==> config.mk <==
export PLATFORM = sky130hd
export DESIGN_NAME = axi_write_master_flat
export DESIGN_NICKNAME = d
export VERILOG_FILES = /design/src/rtl/axi_write_master_if.sv /design/src/rtl/axi_write_master.sv /design/src/flat_wrapper.sv
export SDC_FILE = /design/constraint.sdc
export NUM_CORES = 1
export LEC_CHECK = 0
export ABC_AREA = 1
export BUFFER_PORTS_ARGS = -buffer_cell sky130_fd_sc_hd__buf_2
export CORE_UTILIZATION = 49
export DETAILED_ROUTE_END_ITERATION = 8
export PLACE_DENSITY = 0.85
export SKIP_LAST_GASP = 1
export SYNTH_ARGS = -nofsm -noshare
export SYNTH_HDL_FRONTEND = slang
export SYNTH_SLANG_ARGS = --single-unit
==> constraint.sdc <==
create_clock -name ACLK -period 2.59 [get_ports ACLK]
set_clock_uncertainty 0.15 [all_clocks]
set_input_delay 0.3885 -clock ACLK [delete_from_list [all_inputs] [get_ports ACLK]]
set_output_delay 0.3885 -clock ACLK [all_outputs]
set_load 0.005 [all_outputs]
==> src/rtl/axi_write_master_if.sv <==
`default_nettype none
// ---------------------------------------------------------------------------
// axi_write_master_if : requester + AXI3 AW/W/B signal bundle
// Revision 1.0 - initial release
// ---------------------------------------------------------------------------
interface axi_write_master_if #(
    parameter int BUSWIDTH = 32
);
    logic                req_valid;
    logic                req_ready;
    logic [31:0]         req_addr;
    logic [3:0]          req_len;
    logic [2:0]          req_size;
    logic [1:0]          req_burst;
    logic [3:0]          req_id;
    logic [BUSWIDTH-1:0] wr_data;
    logic [3:0]          wr_strb;
    logic                wr_data_valid;
    logic                wr_data_ready;
    logic                done;
    logic [1:0]          resp;

    logic [3:0]          AWID;
    logic [31:0]         AWADDR;
    logic [3:0]          AWLEN;
    logic [2:0]          AWSIZE;
    logic [1:0]          AWBURST;
    logic [1:0]          AWLOCK;
    logic [3:0]          AWCACHE;
    logic [2:0]          AWPROT;
    logic                AWVALID;
    logic                AWREADY;

    logic [3:0]          WID;
    logic [BUSWIDTH-1:0] WDATA;
    logic [3:0]          WSTRB;
    logic                WLAST;
    logic                WVALID;
    logic                WREADY;

    logic [3:0]          BID;
    logic [1:0]          BRESP;
    logic                BVALID;
    logic                BREADY;

    modport master (
        input  req_valid, req_addr, req_len, req_size, req_burst, req_id,
        input  wr_data, wr_strb, wr_data_valid,
        output req_ready, wr_data_ready, done, resp,
        output AWID, AWADDR, AWLEN, AWSIZE, AWBURST, AWLOCK, AWCACHE, AWPROT, AWVALID,
        input  AWREADY,
        output WID, WDATA, WSTRB, WLAST, WVALID,
        input  WREADY,
        input  BID, BRESP, BVALID,
        output BREADY
    );

    modport slave (
        output req_valid, req_addr, req_len, req_size, req_burst, req_id,
        output wr_data, wr_strb, wr_data_valid,
        input  req_ready, wr_data_ready, done, resp,
        input  AWID, AWADDR, AWLEN, AWSIZE, AWBURST, AWLOCK, AWCACHE, AWPROT, AWVALID,
        output AWREADY,
        input  WID, WDATA, WSTRB, WLAST, WVALID,
        output WREADY,
        output BID, BRESP, BVALID,
        input  BREADY
    );
endinterface
`default_nettype wire

==> src/rtl/axi_write_master.sv <==
`default_nettype none
// ---------------------------------------------------------------------------
// axi_write_master : AXI3 write master, one AW phase, counted W burst, B capture
// Optional B-channel timeout enabled by macro AXI_WR_TIMEOUT_EN.
// Revision 1.0 - initial release
// ---------------------------------------------------------------------------
module axi_write_master #(
    parameter int BUSWIDTH = 32,
    parameter int TIMEOUT  = 256
) (
    input  wire logic          ACLK,
    input  wire logic          ARESETn,
    axi_write_master_if.master bus
);

    localparam logic [2:0] c_max_size = 3'($clog2(BUSWIDTH / 8));

    typedef enum logic [1:0] {
        S_IDLE = 2'd0,
        S_ADDR = 2'd1,
        S_DATA = 2'd2,
        S_RESP = 2'd3
    } state_t;

    state_t     r_state;
    logic [3:0] r_beat_cnt;
    logic [3:0] w_load_idx;
    logic       w_w_hs;
    logic       w_data_ready;
    logic       w_accept;

`ifdef AXI_WR_TIMEOUT_EN
    localparam int c_tmo_w = $clog2(TIMEOUT + 1);
    logic [c_tmo_w-1:0] r_tmo_cnt;
`else
    // TIMEOUT has no effect when the timeout feature is compiled out.
    if (TIMEOUT < 1) begin : g_timeout_unused
    end
`endif

    assign w_w_hs       = bus.WVALID && bus.WREADY;
    // Holding register refills on the cycle it drains; closed once the last beat sits in it.
    assign w_data_ready = (r_state == S_DATA) && (!bus.WVALID || (bus.WREADY && !bus.WLAST));
    assign w_accept     = bus.wr_data_valid && w_data_ready;
    assign w_load_idx   = w_w_hs ? (r_beat_cnt + 4'd1) : r_beat_cnt;

    assign bus.wr_data_ready = w_data_ready;
    assign bus.AWLOCK        = 2'b00;
    assign bus.AWCACHE       = 4'b0000;
    assign bus.AWPROT        = 3'b000;

    always_ff @(posedge ACLK or negedge ARESETn) begin
        if (!ARESETn) begin
            r_state       <= S_IDLE;
            r_beat_cnt    <= 4'd0;
            bus.req_ready <= 1'b1;
            bus.done      <= 1'b0;
            bus.resp      <= 2'b00;
            bus.AWID      <= 4'd0;
            bus.AWADDR    <= 32'd0;
            bus.AWLEN     <= 4'd0;
            bus.AWSIZE    <= 3'd0;
            bus.AWBURST   <= 2'b00;
            bus.AWVALID   <= 1'b0;
            bus.WID       <= 4'd0;
            bus.WDATA     <= '0;
            bus.WSTRB     <= 4'd0;
            bus.WLAST     <= 1'b0;
            bus.WVALID    <= 1'b0;
            bus.BREADY    <= 1'b0;
`ifdef AXI_WR_TIMEOUT_EN
            r_tmo_cnt     <= '0;
`endif
        end else begin
            bus.done <= 1'b0;
            case (r_state)
                S_IDLE: begin
                    if (bus.req_valid) begin
                        bus.req_ready <= 1'b0;
                        bus.AWID      <= bus.req_id;
                        bus.WID       <= bus.req_id;
                        bus.AWADDR    <= bus.req_addr;
                        bus.AWLEN     <= bus.req_len;
                        bus.AWSIZE    <= (bus.req_size > c_max_size) ? c_max_size : bus.req_size;
                        bus.AWBURST   <= (bus.req_burst == 2'b11) ? 2'b01 : bus.req_burst;
                        bus.AWVALID   <= 1'b1;
                        r_state       <= S_ADDR;
                    end
                end
                S_ADDR: begin
                    if (bus.AWREADY) begin
                        bus.AWVALID <= 1'b0;
                        r_beat_cnt  <= 4'd0;
                        r_state     <= S_DATA;
                    end
                end
                S_DATA: begin
                    if (w_w_hs) begin
                        r_beat_cnt <= r_beat_cnt + 4'd1;
                        if (bus.WLAST) begin
                            bus.WVALID <= 1'b0;
                            bus.WLAST  <= 1'b0;
                            bus.BREADY <= 1'b1;
                            r_state    <= S_RESP;
`ifdef AXI_WR_TIMEOUT_EN
                            r_tmo_cnt  <= '0;
`endif
                        end else if (!w_accept) begin
                            bus.WVALID <= 1'b0;
                        end
                    end
                    if (w_accept) begin
                        bus.WDATA  <= bus.wr_data;
                        bus.WSTRB  <= bus.wr_strb;
                        bus.WVALID <= 1'b1;
                        bus.WLAST  <= (w_load_idx == bus.AWLEN);
                    end
                end
                S_RESP: begin
                    if (bus.BVALID) begin
                        // An ID mismatch means the response is not ours: report SLVERR.
                        bus.resp      <= (bus.BID != bus.AWID) ? 2'b10 : bus.BRESP;
                        bus.done      <= 1'b1;
                        bus.BREADY    <= 1'b0;
                        bus.req_ready <= 1'b1;
                        r_state       <= S_IDLE;
                    end
`ifdef AXI_WR_TIMEOUT_EN
                    else if (r_tmo_cnt == c_tmo_w'(TIMEOUT - 1)) begin
                        bus.resp      <= 2'b11;
                        bus.done      <= 1'b1;
                        bus.BREADY    <= 1'b0;
                        bus.req_ready <= 1'b1;
                        r_state       <= S_IDLE;
                    end else begin
                        r_tmo_cnt <= r_tmo_cnt + c_tmo_w'(1);
                    end
`endif
                end
                default: r_state <= S_IDLE;
            endcase
        end
    end

endmodule
`default_nettype wire

==> src/flat_wrapper.sv <==
// flat-port wrapper written by rule: the top's interface ports become plain ports
module axi_write_master_flat 
#(
    parameter int BUSWIDTH = 32,
    parameter int TIMEOUT  = 256
)
  (ACLK, ARESETn, bus_req_valid, bus_req_addr, bus_req_len, bus_req_size, bus_req_burst, bus_req_id, bus_wr_data, bus_wr_strb, bus_wr_data_valid, bus_req_ready, bus_wr_data_ready, bus_done, bus_resp, bus_AWID, bus_AWADDR, bus_AWLEN, bus_AWSIZE, bus_AWBURST, bus_AWLOCK, bus_AWCACHE, bus_AWPROT, bus_AWVALID, bus_AWREADY, bus_WID, bus_WDATA, bus_WSTRB, bus_WLAST, bus_WVALID, bus_WREADY, bus_BID, bus_BRESP, bus_BVALID, bus_BREADY);
  axi_write_master_if #(.BUSWIDTH(BUSWIDTH)) bus_i ();
  input  wire logic ACLK;
  input  wire logic ARESETn;
  input wire logic [$bits(bus_i.req_valid)-1:0] bus_req_valid;
  input wire logic [$bits(bus_i.req_addr)-1:0] bus_req_addr;
  input wire logic [$bits(bus_i.req_len)-1:0] bus_req_len;
  input wire logic [$bits(bus_i.req_size)-1:0] bus_req_size;
  input wire logic [$bits(bus_i.req_burst)-1:0] bus_req_burst;
  input wire logic [$bits(bus_i.req_id)-1:0] bus_req_id;
  input wire logic [$bits(bus_i.wr_data)-1:0] bus_wr_data;
  input wire logic [$bits(bus_i.wr_strb)-1:0] bus_wr_strb;
  input wire logic [$bits(bus_i.wr_data_valid)-1:0] bus_wr_data_valid;
  output wire logic [$bits(bus_i.req_ready)-1:0] bus_req_ready;
  output wire logic [$bits(bus_i.wr_data_ready)-1:0] bus_wr_data_ready;
  output wire logic [$bits(bus_i.done)-1:0] bus_done;
  output wire logic [$bits(bus_i.resp)-1:0] bus_resp;
  output wire logic [$bits(bus_i.AWID)-1:0] bus_AWID;
  output wire logic [$bits(bus_i.AWADDR)-1:0] bus_AWADDR;
  output wire logic [$bits(bus_i.AWLEN)-1:0] bus_AWLEN;
  output wire logic [$bits(bus_i.AWSIZE)-1:0] bus_AWSIZE;
  output wire logic [$bits(bus_i.AWBURST)-1:0] bus_AWBURST;
  output wire logic [$bits(bus_i.AWLOCK)-1:0] bus_AWLOCK;
  output wire logic [$bits(bus_i.AWCACHE)-1:0] bus_AWCACHE;
  output wire logic [$bits(bus_i.AWPROT)-1:0] bus_AWPROT;
  output wire logic [$bits(bus_i.AWVALID)-1:0] bus_AWVALID;
  input wire logic [$bits(bus_i.AWREADY)-1:0] bus_AWREADY;
  output wire logic [$bits(bus_i.WID)-1:0] bus_WID;
  output wire logic [$bits(bus_i.WDATA)-1:0] bus_WDATA;
  output wire logic [$bits(bus_i.WSTRB)-1:0] bus_WSTRB;
  output wire logic [$bits(bus_i.WLAST)-1:0] bus_WLAST;
  output wire logic [$bits(bus_i.WVALID)-1:0] bus_WVALID;
  input wire logic [$bits(bus_i.WREADY)-1:0] bus_WREADY;
  input wire logic [$bits(bus_i.BID)-1:0] bus_BID;
  input wire logic [$bits(bus_i.BRESP)-1:0] bus_BRESP;
  input wire logic [$bits(bus_i.BVALID)-1:0] bus_BVALID;
  output wire logic [$bits(bus_i.BREADY)-1:0] bus_BREADY;
  assign bus_i.req_valid = bus_req_valid;
  assign bus_i.req_addr = bus_req_addr;
  assign bus_i.req_len = bus_req_len;
  assign bus_i.req_size = bus_req_size;
  assign bus_i.req_burst = bus_req_burst;
  assign bus_i.req_id = bus_req_id;
  assign bus_i.wr_data = bus_wr_data;
  assign bus_i.wr_strb = bus_wr_strb;
  assign bus_i.wr_data_valid = bus_wr_data_valid;
  assign bus_req_ready = bus_i.req_ready;
  assign bus_wr_data_ready = bus_i.wr_data_ready;
  assign bus_done = bus_i.done;
  assign bus_resp = bus_i.resp;
  assign bus_AWID = bus_i.AWID;
  assign bus_AWADDR = bus_i.AWADDR;
  assign bus_AWLEN = bus_i.AWLEN;
  assign bus_AWSIZE = bus_i.AWSIZE;
  assign bus_AWBURST = bus_i.AWBURST;
  assign bus_AWLOCK = bus_i.AWLOCK;
  assign bus_AWCACHE = bus_i.AWCACHE;
  assign bus_AWPROT = bus_i.AWPROT;
  assign bus_AWVALID = bus_i.AWVALID;
  assign bus_i.AWREADY = bus_AWREADY;
  assign bus_WID = bus_i.WID;
  assign bus_WDATA = bus_i.WDATA;
  assign bus_WSTRB = bus_i.WSTRB;
  assign bus_WLAST = bus_i.WLAST;
  assign bus_WVALID = bus_i.WVALID;
  assign bus_i.WREADY = bus_WREADY;
  assign bus_i.BID = bus_BID;
  assign bus_i.BRESP = bus_BRESP;
  assign bus_i.BVALID = bus_BVALID;
  assign bus_BREADY = bus_i.BREADY;
  axi_write_master #(.BUSWIDTH(BUSWIDTH), .TIMEOUT(TIMEOUT)) u_core (.ACLK(ACLK), .ARESETn(ARESETn), .bus(bus_i));
endmodule
==> out/qor.csv, run 1 <==
metric;value;unit
status;complete, no violations;
peakVddDrop;0.613;mV
timing.rr.start;u_core.r_state[0];
die_x;92.6;um
tns;0;ps
ys_types;28;
drv_cap;0;
avgViaCountPerCell;4.81;
final_cell_mix;buf_2, nand2_1, dfrtp_1, mux2_2, inv_1;
cts_buffers;9;
root_buffer;clkbuf_8;
rr_worst_depth;5;
pwr_density_cell;1120;nW/um2
cts_tree;built;
clockBufferDepth;2;
crit_cells;5;
antenna_found_initial;0;
die-area;8580;um2
critPathCaptureType;output port;
postLayoutCoreUtil;0.663;
routed_wl;9.29;mm
rsz0062_at_grt;no;
num_rows;32;
hold_viol_final;0;
final_max_slew_viol_count;0;
synthToLayoutAreaGrowth;29.4;%
critPathArrivalTime;1670;ps
yosysSeqAreaShare;0.591;
reg2reg_to;u_core.bus.WDATA[27];
preCtsSetupSlack;567;ps
setup_slack;383;ps
cts_setup_buffers;0;
yosysWarnings;0;
fin_crit_sh;0.852;
num_vias;3293;
dr.pass1.iters;5;
ys_ff_latch;95;
power_leakage;2.91;nW
min_path_type;input pin to register;
crit_start;u_core.r_state[0];
cp_slowest_cell;dfrtp_1;
path_cells;inv_1 -> ha_1 -> inv_1 -> a21oi_1 -> buf_2;
initial_core_util;0.513;
drc_errors;0;
syn_area;4020;um2
period_needed;2210;ps
required;2050;ps
ios;197;
path_delay_family;flip-flops;
clk_pin_slew;100;ps
max_stage_delay;430;ps
cts.sink_count;95;
cp_common_cell;inv_1;
gp_congestion;0.820;
crit_end;bus_wr_data_ready;
layout-drive-gt1-share;0.428;
wl_per_cell;13.6;um
overflow;0;
grt_pass1_vias;3421;
grt_usage;0.228;
whs;67.9;ps
max_freq;453;MHz
n_fill_cell;647;
final_common_cell;buf_2;
nNetsFinal;677;
io_buffers;187;
synth.avg_cell_area;10.3;um2
rrSetupSlack;510;ps
grt_max_degree;48;
dr.first_iter.drc_count;107;
worstPathBufferInverterCount;3;
grt_pass1_wl;15.2;mm
cts_resized;0;
setup_violations;0;
chipHeight;92.6;um
coreArea;7850;um2
ant_nets;0;
h-tree-depth;3;
dpl.hpwl;7.05;mm
critical_path_class;register to output port;
worstPathMaxFanout;7;
worstSetupStartpointType;register;
holdPathStages;3;
netlist_instances;392;
hold_buffers;1;
diodes;0;
clk_latency;360;ps
power breakdown:
part | internal (mW) | total [mW] | switching [mW]
clock | 0.367 | 0.915 | 0.548
combinational | 1.17 | 2.32 | 1.15
sequential | 2.18 | 2.61 | 0.429
Yosys cell counts:
library cell / instances / share of area
a21oi_1: 4 / 0.0050
a22o_1: 1 / 0.0022
a31oi_1: 1 / 0.0016
buf_1: 1 / 0.00093
buf_2: 4 / 0.0050
buf_4: 13 / 0.024
buf_6: 1 / 0.0028
buf_8: 1 / 0.0037
clkbuf_1: 7 / 0.0065
conb_1: 1 / 0.00093
dfrtp_1: 94 / 0.58
dfstp_2: 1 / 0.0065
ha_1: 6 / 0.019
inv_1: 23 / 0.021
mux2_2: 29 / 0.081
mux2_4: 7 / 0.026
nand2_1: 142 / 0.13
nand3_1: 14 / 0.017
nand3_2: 1 / 0.0025
nand4_1: 2 / 0.0031
nor2_1: 10 / 0.0093
nor2_2: 1 / 0.0016
o211ai_1: 1 / 0.0019
o21ai_0: 16 / 0.020
o21bai_1: 2 / 0.0037
o22ai_1: 3 / 0.0047
or2_2: 2 / 0.0031
xnor2_1: 4 / 0.0087
cell families after synthesis:
| group | count (synthesis) | synth area share |
|---|---|---|
| flip-flops | 95 | 0.591 |
| adder cells (fa/ha/maj) | 6 | 0.0187 |
| multiplexers | 36 | 0.107 |
| other | 1 | 0.000932 |
| AO/OA/AOI/OAI | 28 | 0.0389 |
| XOR/XNOR | 4 | 0.00871 |
| AND/OR/NAND/NOR | 172 | 0.170 |
| buffers and inverters | 50 | 0.0647 |
routing by layer:
layer | track usage | vias to the layer above | part of all wire
li1 | - | 1595 | -
met1 | 0.267 | 1545 | 0.41
met2 | 0.407 | 139 | 0.52
met3 | 0.0435 | 14 | 0.061
met4 | 0.0951 | 0 | 0.017
met5 | 0 | - | 0
cell type report:
type / instances / area (um2) / area share
tap: 102 / 128 / 0.0245
clock inverter: 7 / 62.6 / 0.0120
sequential: 95 / 2380 / 0.457
timing repair buffer: 193 / 1010 / 0.194
inverter: 23 / 86.3 / 0.0166
clock buffer: 9 / 124 / 0.0238
multi-input combinational: 255 / 1410 / 0.272
sequential cells by signal, indices dropped and copies added (netlist names):
| name | flops |
|---|---|
| u_core.bus.WSTRB | 4 |
| u_core.bus.AWVALID | 1 |
| u_core.bus.WLAST | 1 |
| u_core.bus.BREADY | 1 |
| u_core.bus.AWADDR | 32 |
| u_core.bus.AWBURST | 2 |
| u_core.bus.done | 1 |
| u_core.r_beat_cnt | 4 |
| u_core.bus.AWSIZE | 3 |
| u_core.r_state | 2 |
| u_core.bus.req_ready | 1 |
| u_core.bus.WVALID | 1 |
| u_core.bus.WDATA | 32 |
| u_core.bus.resp | 2 |
| u_core.bus.AWID | 4 |
| u_core.bus.AWLEN | 4 |
tightest hold or removal path, cell delays in order:
cell	delay, ps
buf_2	70
nand2_1	40
nand2_1	40
through the flow:
step                      instances  area (um2)  power [mW]
final                           684        5200        5.85
after global routing            684        5200        6.31
after CTS                       684        5200        5.91
after detailed placement        667        5010        4.98
after global placement          667        5010        4.82
after floorplan                 400        4050        3.91
worst min path at each step:
stage,from,to
2_1_floorplan,ARESETn,u_core.bus.AWADDR[0]
3_3_place_gp,ARESETn,u_core.bus.WDATA[30]
4_1_cts,bus_req_addr[20],u_core.bus.AWADDR[20]
5_1_grt,bus_req_addr[23],u_core.bus.AWADDR[23]
3_5_place_dp,ARESETn,u_core.bus.WDATA[30]
6_report,bus_req_addr[31],u_core.bus.AWADDR[31]
Power figures use the tool's default switching activity.
==> run 2: changes to the inputs <==
- MAX_ROUTING_LAYER: default -> met4
==> run 2 against run 1 <==
Effect of this change: sequential share of layout area shrank 0.13 points; utilization is 0.19 points higher; worst hold slack lost 3.6 ps; total power rose by 1.2%; combinational power about the same; wire length fell by 1.2%; highest routed layer unchanged; critical path type unchanged; maximum frequency down 1.5%; first-iteration DRC count up 25%; largest power group unchanged.
==> out/qor.csv, run 2 (synthesized netlist as in run 1, its figures left out) <==
metric;value;unit;change
status;complete, no violations;;
hold_viol_final;0;;unchanged
worstSetupStartpointType;register;;
routed_wl;9.18;mm;-1.2%
root_buffer;clkbuf_8;;
io_buffers;187;;unchanged
n_fill_cell;638;;-1.4%
drv_cap;0;;unchanged
final_common_cell;buf_2;;
min_path_type;input pin to register;;
grt_pass1_vias;3269;;-4.4%
final_cell_mix;buf_2, nand2_1, dfrtp_1, mux2_2, inv_1;;
chipHeight;92.6;um;unchanged
die-area;8580;um2;unchanged
die_x;92.6;um;unchanged
coreArea;7850;um2;unchanged
path_delay_family;flip-flops;;
cp_slowest_cell;dfrtp_1;;
cts_tree;built;;
preCtsSetupSlack;577;ps;+10.9 ps
gp_congestion;0.834;;+1.8%
seqCellArea;2380;um2;unchanged
wl_per_cell;13.4;um;-1.2%
reg_top3;u_core.bus.AWADDR: 32 flops, u_core.bus.WDATA: 32 flops;;
path_cells;inv_1 -> ha_1 -> inv_1 -> a21oi_1 -> buf_2;;
dr.first_iter.drc_count;134;;+25%
postLayoutCoreUtil;0.665;;+0.00191
cp_common_cell;inv_1;;
max_freq;446;MHz;-1.5%
num_vias;3319;;+0.79%
clockBufferDepth;2;;unchanged
setup_violations;0;;unchanged
worst_slew_pin_slew;575;ps;
critical_path_class;register to output port;;
cts.sink_count;95;;unchanged
grt_pass1_wl;15.0;mm;-1.5%
worstPathMaxFanout;7;;unchanged
overflow;0;;unchanged
nNetsFinal;677;;unchanged
multi_input_area;1410;um2;unchanged
drc_errors;0;;unchanged
antenna_found_initial;0;;unchanged
cts_setup_buffers;0;;unchanged
grt_max_degree;50;;+4.2%
synthToLayoutAreaGrowth;29.7;%;
clk_pin_slew;100;ps;about the same
cts_buffers;9;;unchanged
period_needed;2240;ps;+32.6 ps
clk_latency;360;ps;about the same
power_leakage;2.92;nW;+0.51%
final_max_slew_viol_count;0;;unchanged
tns;0;ps;unchanged
pwr_density_cell;1130;nW/um2;+0.93%
ios;197;;unchanged
whs;64.3;ps;-3.59 ps
grt_usage;0.233;;+0.00517
dpl.hpwl;6.88;mm;-2.5%
initial_core_util;0.513;;unchanged
relSlewSlack;0.616;;
peakVddDrop;0.516;mV;-16%
setup_slack;350;ps;-32.6 ps
critPathCaptureType;output port;;
h-tree-depth;3;;unchanged
avgViaCountPerCell;4.85;;+0.79%
max_stage_delay;430;ps;about the same
ant_nets;0;;unchanged
required;2050;ps;about the same
critPathArrivalTime;1700;ps;+30 ps
worstPathBufferInverterCount;3;;unchanged
rsz0062_at_grt;no;;
dr.pass1.iters;5;;unchanged
finalPower;5.92;mW;+1.2%
num_rows;32;;unchanged
fin_crit_sh;0.865;;+0.0126
layout-drive-gt1-share;0.428;;unchanged
diodes;0;;unchanged
[run 2: changes by cell type in the layout (fill, tap and decap cells not counted), sizes merged]
cell      previous run  this run
clkinv               1         2
clkinvlp             3         1
bufinv               0         1
[run 2: area by class of cell]
cell class / instances / share of cell area
sequential: 95 / 0.456
clock buffer: 9 / 0.0237
timing repair buffer: 193 / 0.194
multi-input combinational: 255 / 0.271
inverter: 23 / 0.0165
clock inverter: 7 / 0.0149
tap: 102 / 0.0245
[run 2: timing repair]
item	4_1_cts	5_1_grt
hold buffers	1	0
resized for setup	0	0
hold endpoints to repair	50	0
[run 2: worst register-to-register path, delay by kind of cell (launching register included)]
kind	cells	cell delay, ps
muxes	1	310
adders and majority gates	1	320
DFF	1	430
and+or+nand+nor	1	330
buffers and inverters	2	400
[run 2: metrics by stage]
step | instances | cell area, um2
2_1_floorplan | 400 | 4050
3_3_place_gp | 667 | 5010
3_5_place_dp | 667 | 5010
4_1_cts | 684 | 5220
5_1_grt | 684 | 5220
6_report | 684 | 5220
[run 2: worst paths after layout]
| kind | startpoint | to | slack, ps | cells past startpoint |
|---|---|---|---|---|
| worst min register to register | u_core.bus.AWADDR[31] | u_core.bus.AWADDR[31] | 330 | 2 |
| min in group asynchronous | ARESETn | u_core.bus.WDATA[30] | 390 | 3 |
| worst min-delay path | bus_req_addr[27] | u_core.bus.AWADDR[27] | 60 | 3 |
| worst max-delay path | u_core.r_state[0] | bus_wr_data_ready | 350 | 5 |
| max in group asynchronous | ARESETn | u_core.bus.AWADDR[3] | 1350 | 3 |
| worst max register to register | u_core.r_state[0] | u_core.bus.WDATA[28] | 520 | 5 |
[run 2: where the power goes]
group	total [mW]	switching (mW)	internal, mW
Sequential	2.61	0.424	2.18
Clock	0.995	0.539	0.457
Combinational	2.32	1.15	1.17
[run 2: routing by layer]
layer,up-vias,share of wire,GRT usage
met1,1573,0.41,0.273
li1,1595,-,-
met4,0,0.022,0.0977
met3,18,0.065,0.0443
met5,-,0,-
met2,133,0.50,0.394
